### src/rtl/pipeline_hazard_ctrl.sv
// Stall/flush/forwarding controller for a 5-stage pipeline.
// It also keeps a small event FSM, saturating debug counters and a sticky memory-timeout flag.
module pipeline_hazard_ctrl #(
  parameter int REG_ADDR    = 5,
  parameter int CNT_WIDTH   = 16,
  parameter int MEM_TIMEOUT = 15
) (
  input  logic                 clk,
  input  logic                 rst,
  input  logic [REG_ADDR-1:0]  id_rs_addr,
  input  logic [REG_ADDR-1:0]  id_rt_addr,
  input  logic                 id_uses_rt,
  input  logic [REG_ADDR-1:0]  ex_rs_addr,
  input  logic [REG_ADDR-1:0]  ex_rt_addr,
  input  logic                 ex_mem_r,
  input  logic                 ex_reg_w,
  input  logic [REG_ADDR-1:0]  ex_wb_addr,
  input  logic                 mem_reg_w,
  input  logic [REG_ADDR-1:0]  mem_wb_addr,
  input  logic                 wb_reg_w,
  input  logic [REG_ADDR-1:0]  wb_addr,
  input  logic                 mem_branch_taken,
  input  logic                 mem_jump,
  input  logic                 dmem_req,
  input  logic                 dmem_ready,
  output logic                 pc_en,
  output logic                 ifid_en,
  output logic                 ifid_flush,
  output logic                 idex_en,
  output logic                 idex_flush,
  output logic                 exmem_en,
  output logic                 exmem_flush,
  output logic                 memwb_bubble,
  output logic [1:0]           fwd_a,
  output logic [1:0]           fwd_b,
  output logic [1:0]           state,
  output logic [CNT_WIDTH-1:0] stall_cnt,
  output logic [CNT_WIDTH-1:0] flush_cnt,
  output logic                 mem_timeout
);

  localparam int WAIT_W = (MEM_TIMEOUT < 1) ? 1 : $clog2(MEM_TIMEOUT + 1);
  localparam logic [WAIT_W-1:0] WAIT_MAX = WAIT_W'(MEM_TIMEOUT);
  localparam logic [WAIT_W-1:0] WAIT_PRE = WAIT_W'(MEM_TIMEOUT - 1);

  typedef enum logic [1:0] {
    RUN      = 2'b00,
    LU_STALL = 2'b01,
    MEM_WAIT = 2'b10,
    FLUSH    = 2'b11
  } state_t;

  state_t              state_q;
  state_t              state_d;
  logic [WAIT_W-1:0]   wait_cnt;
  logic                load_use;
  logic                mem_busy;
  logic                redirect;
  logic                inc_stall;
  logic                inc_flush;

  function automatic logic [CNT_WIDTH-1:0] sat_inc(input logic [CNT_WIDTH-1:0] v);
    return (&v) ? v : v + CNT_WIDTH'(1);
  endfunction

  // EX/MEM has the younger result, so it beats MEM/WB; r0 is hardwired and never forwarded.
  function automatic logic [1:0] fwd_sel(input logic [REG_ADDR-1:0] src);
    if (mem_reg_w && (mem_wb_addr != '0) && (mem_wb_addr == src))
      return 2'b10;
    else if (wb_reg_w && (wb_addr != '0) && (wb_addr == src))
      return 2'b01;
    else
      return 2'b00;
  endfunction

  assign load_use = ex_mem_r && ex_reg_w && (ex_wb_addr != '0) &&
                    ((ex_wb_addr == id_rs_addr) || (id_uses_rt && (ex_wb_addr == id_rt_addr)));
  assign mem_busy = dmem_req && !dmem_ready;
  assign redirect = mem_branch_taken || mem_jump;

  assign fwd_a = fwd_sel(ex_rs_addr);
  assign fwd_b = fwd_sel(ex_rt_addr);
  assign state = state_q;

  always_comb begin
    pc_en        = 1'b1;
    ifid_en      = 1'b1;
    ifid_flush   = 1'b0;
    idex_en      = 1'b1;
    idex_flush   = 1'b0;
    exmem_en     = 1'b1;
    exmem_flush  = 1'b0;
    memwb_bubble = 1'b0;
    inc_stall    = 1'b0;
    inc_flush    = 1'b0;
    state_d      = RUN;
    if (mem_busy) begin
      // Whole front end freezes; pending redirect/load-use is re-seen once memory completes.
      pc_en        = 1'b0;
      ifid_en      = 1'b0;
      idex_en      = 1'b0;
      exmem_en     = 1'b0;
      memwb_bubble = 1'b1;
      state_d      = MEM_WAIT;
    end else if (redirect) begin
      ifid_flush  = 1'b1;
      idex_flush  = 1'b1;
      exmem_flush = 1'b1;
      inc_flush   = 1'b1;
      state_d     = FLUSH;
    end else if (load_use) begin
      pc_en      = 1'b0;
      ifid_en    = 1'b0;
      idex_flush = 1'b1;
      inc_stall  = 1'b1;
      state_d    = LU_STALL;
    end
  end

  always_ff @(posedge clk) begin
    if (rst) begin
      state_q     <= RUN;
      stall_cnt   <= '0;
      flush_cnt   <= '0;
      wait_cnt    <= '0;
      mem_timeout <= 1'b0;
    end else begin
      state_q <= state_d;
      if (inc_stall) stall_cnt <= sat_inc(stall_cnt);
      if (inc_flush) flush_cnt <= sat_inc(flush_cnt);
      if (mem_busy) begin
        if (wait_cnt != WAIT_MAX) wait_cnt <= wait_cnt + WAIT_W'(1);
        // Flag on the edge that completes the MEM_TIMEOUT-th consecutive busy cycle.
        if (wait_cnt >= WAIT_PRE) mem_timeout <= 1'b1;
      end else begin
        wait_cnt <= '0;
      end
    end
  end

endmodule
### config.mk
export PLATFORM = sky130hd
export DESIGN_NAME = pipeline_hazard_ctrl
export DESIGN_NICKNAME = d
export VERILOG_FILES = /design/src/rtl/pipeline_hazard_ctrl.sv
export SDC_FILE = /design/constraint.sdc
export NUM_CORES = 1
export LEC_CHECK = 0
export ABC_AREA = 1
export BUFFER_PORTS_ARGS = -buffer_cell sky130_fd_sc_hd__buf_2
export CAP_MARGIN = 10
export CORE_UTILIZATION = 45
export CTS_BUF_LIST = sky130_fd_sc_hd__clkbuf_8
export CTS_CLUSTER_SIZE = 30
export DETAILED_ROUTE_END_ITERATION = 8
export PLACE_DENSITY = 0.74
export SETUP_SLACK_MARGIN = 0.05
export SYNTH_ARGS = -nofsm -noshare
export SYNTH_HDL_FRONTEND = slang
export SYNTH_SLANG_ARGS = --single-unit
### constraint.sdc
create_clock -name clk -period 2.1 [get_ports clk]
set_input_delay 0.105 -clock clk [delete_from_list [all_inputs] [get_ports clk]]
set_output_delay 0.105 -clock clk [all_outputs]
set_load 0.05 [all_outputs]
==> flow_summary.html <==
<table>
<tr><th>Metric</th><th>Value</th></tr>
<tr><th colspan="2">Clock network</th></tr>
<tr><td>Clock slew at reported path FFs</td><td>around 0.070 ns</td></tr>
<tr><td>Number of H-tree levels</td><td>2</td></tr>
<tr><td>Hold buffers post-CTS</td><td>0</td></tr>
<tr><td>Worst-Skew Late Latency</td><td>0.28 ns</td></tr>
<tr><td>CTS tree</td><td>yes</td></tr>
<tr><td>Num CTS Buffers</td><td>5</td></tr>
<tr><td>Resized Gates After CTS</td><td>0</td></tr>
<tr><td>Maximum clock path buffer count</td><td>2</td></tr>
<tr><td>Clock root buffer master</td><td>clkbuf_8</td></tr>
<tr><td>Post-CTS Setup Bufs</td><td>0</td></tr>
<tr><td>Count of clock tree sinks</td><td>39</td></tr>
<tr><th colspan="2">Setup path</th></tr>
<tr><td>Reg2Reg Depth</td><td>10</td></tr>
<tr><td>Worst endpoint required time</td><td>roughly 2.3 ns</td></tr>
<tr><td>Largest fanout of any net on the critical path</td><td>10</td></tr>
<tr><td>Worst setup path category</td><td>flip-flop to flip-flop</td></tr>
<tr><td>Arrival @ worst endpoint</td><td>1.96 ns</td></tr>
<tr><td>Critical path capture point type</td><td>flip-flop</td></tr>
<tr><td>Kind of start point of the critical path</td><td>flip-flop</td></tr>
<tr><th colspan="2">Die</th></tr>
<tr><td>Core area</td><td>5510 sq um</td></tr>
<tr><td>Initial standard-cell utilization of the core</td><td>46.9%</td></tr>
<tr><td>Number of cell rows</td><td>27</td></tr>
<tr><td>Die boundary width</td><td>between 70 and 80 um</td></tr>
<tr><td>DIE AREA</td><td>between 6000 and 7000 sq um</td></tr>
<tr><td>Top-Level Pins</td><td>between 90 and 100</td></tr>
<tr><td>Die height</td><td>between 70 and 80 um</td></tr>
<tr><th colspan="2">Flow run</th></tr>
<tr><td>Total of max-cap violations</td><td>0</td></tr>
<tr><th colspan="2">Yosys</th></tr>
<tr><td>Ranking of synthesized cells by area</td><td>dfxtp_1, nand2_1, nor2_1, inv_1, xnor2_1</td></tr>
<tr><td>Seq cells post-synth</td><td>39</td></tr>
<tr><td>Syn Std Cell Area</td><td>about 2600 sq um</td></tr>
<tr><td>Largest area contributor in the netlist</td><td>dfxtp_1</td></tr>
<tr><td>Gate Count Post-Synth</td><td>~390</td></tr>
<tr><td>Number of distinct library cells after synthesis</td><td>33</td></tr>
<tr><td>Async S/R FF share, synth</td><td>0%</td></tr>
<tr><td>Post-synth EDFFs</td><td>0</td></tr>
<tr><td>Proportion of synthesized chip area in sequential cells</td><td>30.2%</td></tr>
<tr><td>Average footprint of a synthesized cell</td><td>between 6 and 7 sq um</td></tr>
<tr><td>Fraction of post-synthesis cell area in the top cell type by area</td><td>between 30% and 40%</td></tr>
<tr><td>Number of nets in the synthesized netlist</td><td>approximately 440</td></tr>
<tr><td>Most frequently used flop master after synthesis</td><td>dfxtp_1</td></tr>
<tr><td>Synth Warn #</td><td>0</td></tr>
<tr><th colspan="2">Timing</th></tr>
<tr><td>Setup repair after global routing missed its margin</td><td>no</td></tr>
<tr><td>Worst hold-check slack</td><td>approximately 0.11 ns</td></tr>
<tr><td>F_max</td><td>574 MHz</td></tr>
<tr><td>Final count of negative-setup-slack endpoints</td><td>0</td></tr>
<tr><td>Fin crit period</td><td>between 1.5 and 2 ns</td></tr>
<tr><td>Final Slew Violations</td><td>0</td></tr>
<tr><td>Relative slew margins</td><td>around 57%</td></tr>
<tr><td>Fin Setup TNS</td><td>0 ns</td></tr>
<tr><td>Final worst path period share</td><td>roughly 83%</td></tr>
<tr><td>Fin. Hold Viols</td><td>0</td></tr>
<tr><td>Clock skew</td><td>0.00328 ns</td></tr>
<tr><td>Worst Tran Pin Value</td><td>around 0.63 ns</td></tr>
<tr><th colspan="2">Cells and area</th></tr>
<tr><td>Footprint of the multi-input gates</td><td>approximately 1600 sq um</td></tr>
<tr><td>Relative area change from synthesis to final layout</td><td>23.2%</td></tr>
<tr><td>Register area</td><td>between 700 and 800 sq um</td></tr>
<tr><td>Number of antenna diodes</td><td>0</td></tr>
<tr><td>Most common cell after layout, fill and taps aside</td><td>buf_2</td></tr>
<tr><td>Net count of the finished layout</td><td>534</td></tr>
<tr><td>Number of fillers in the final layout</td><td>between 500 and 600</td></tr>
<tr><td>Leading cell types in the layout, fill and taps excluded</td><td>buf_2, nand2_1, nor2_1</td></tr>
<tr><td>Final standard cell area without fillers</td><td>3180 sq um</td></tr>
<tr><td>Fraction of final layout cells with drive strength greater than 1</td><td>between 20 and 30%</td></tr>
<tr><td>Final core utilization</td><td>between 50% and 60%</td></tr>
<tr><th colspan="2">Drt</th></tr>
<tr><td>Total wire length after detailed routing</td><td>6170 um</td></tr>
<tr><td>Number of remaining DRC errors</td><td>0</td></tr>
<tr><td>Final routed wire length divided by cell count</td><td>roughly 11 um</td></tr>
<tr><td>Via total after detailed routing</td><td>between 2000 and 3000</td></tr>
<tr><td>Pre-antenna DRT Iters</td><td>6</td></tr>
<tr><td>Number of violations reported at the end of detailed-routing iteration 0</td><td>roughly 120</td></tr>
<tr><td>Detail-routed via count per cell</td><td>around 5</td></tr>
<tr><td>Final ANT Viol Nets</td><td>0</td></tr>
<tr><th colspan="2">GRT</th></tr>
<tr><td>Antenna violations before repair</td><td>0</td></tr>
<tr><td>Pin count of the biggest net entering global routing</td><td>22</td></tr>
<tr><td>Total overflow reported by the global router</td><td>0</td></tr>
<tr><td>Total global-route track usage</td><td>a little over a fifth</td></tr>
<tr><td>Wire length of the first global-routing pass</td><td>a little over 10000 um</td></tr>
<tr><td>Number of global-route vias before repair</td><td>2402</td></tr>
<tr><th colspan="2">Pwr</th></tr>
<tr><td>Overall power</td><td>approximately 1500 uW</td></tr>
<tr><td>Pwr/cell area</td><td>approximately 480 nW/um^2</td></tr>
<tr><td>Worst vdd rail ir drop</td><td>0.415 mV</td></tr>
<tr><td>Reported leakage power</td><td>roughly 0.0015 uW</td></tr>
<tr><th colspan="2">Placement</th></tr>
<tr><td>Placer Congestion</td><td>~0.92</td></tr>
<tr><td>Standard cell area after detailed placement</td><td>a little over 3000 sq um</td></tr>
<tr><td>Number of buffers inserted by port buffering</td><td>92</td></tr>
<tr><td>Final HPWL from detailed placement</td><td>~5000 um</td></tr>
<tr><th colspan="2">Outcome</th></tr>
<tr><td>Run status</td><td>finished clean</td></tr>
<tr><th colspan="2">Worst hold path</th></tr>
<tr><td>Min-Delay Path Class</td><td>primary input to flip-flop</td></tr>
<tr><td>Hold Crit Depth</td><td>2</td></tr>
</table>
path summary, 6_finish.rpt:
path                              from                         end  slack [ns]
min reg2reg   mem_timeout$_SDFFE_PP0P_    mem_timeout$_SDFFE_PP0P_        0.47
max          flush_cnt[0]$_SDFFE_PP0P_   flush_cnt[8]$_SDFFE_PP0P_        0.36
max reg2reg  flush_cnt[0]$_SDFFE_PP0P_   flush_cnt[8]$_SDFFE_PP0P_        0.36
min                                rst  flush_cnt[15]$_SDFFE_PP0P_        0.11
cell type report:
cell class              count  share of cell area (%)
flip-flops and latches     39                    24.6
clock inverters             3                   0.393
well taps                  72                    2.83
repair buffers             93                    14.7
inverters                  54                    6.52
multi-input cells         291                    48.8
clock buffers               5                    2.16
Yosys cell counts, types with 2 or more instances:
| master | number |
|---|---|
| nand2_1 | 88 |
| nor2_1 | 61 |
| inv_1 | 46 |
| dfxtp_1 | 39 |
| nand3_1 | 26 |
| a21oi_1 | 19 |
| xnor2_1 | 18 |
| o21ai_0 | 12 |
| nor3_1 | 11 |
| nand4_1 | 9 |
| xor2_1 | 8 |
| a21oi_2 | 7 |
| inv_2 | 6 |
| nand2_2 | 5 |
| buf_4 | 4 |
| ha_1 | 4 |
| nor2_4 | 3 |
| or2_2 | 3 |
| clkbuf_1 | 2 |
| nand3_4 | 2 |
| nor2_2 | 2 |
| nor3b_1 | 2 |
| o21ai_1 | 2 |
| o21bai_1 | 2 |
| o41ai_1 | 2 |
stage by stage:
stage | worst slack [ns] | instances
final | 0.359 | 557
after global routing | 0.213 | 557
after CTS | 0.369 | 557
after detailed placement | 0.393 | 549
after global placement | 0.457 | 549
after floorplan | 0.185 | 391
registers in the layout, summed over array words and instances, names as in the netlist:
register / cells
flush_cnt: 16
stall_cnt: 16
wait_cnt: 4
state: 2
mem_timeout: 1
critical path: stages (launching register included):
cell	delay, ns
dfxtp_1	0.35
ha_1	0.25
nand3_1	0.13
nor2_1	0.06
nand3_1	0.08
nand2_2	0.15
nor2_1	0.22
inv_1	0.10
o21ai_0	0.17
nand2_1	0.08
nor2_1	0.10
report_power, final:
group	leakage [uW]	switching, uW	internal, uW
Clock	0.0000505	255	224
Combinational	0.00114	188	99.2
Sequential	0.000316	7.59	748
cells by family after synthesis:
kind of cell / share of synthesized area, %
flops: 30.2
buf+inv: 10.3
xor+xnor: 8.81
compound gates: 10.6
fa+ha+maj: 1.94
simple gates: 38.2
routing by layer:
layer / global-route usage (%) / share of wire [%] / up-vias
met4: 4.53 / 0.99 / 0
li1: - / - / 1426
met3: 5.18 / 4.8 / 8
met2: 36.5 / 51 / 54
met1: 25.4 / 43 / 1223
met5: 0 / 0 / -
Power figures use the tool's default switching activity.
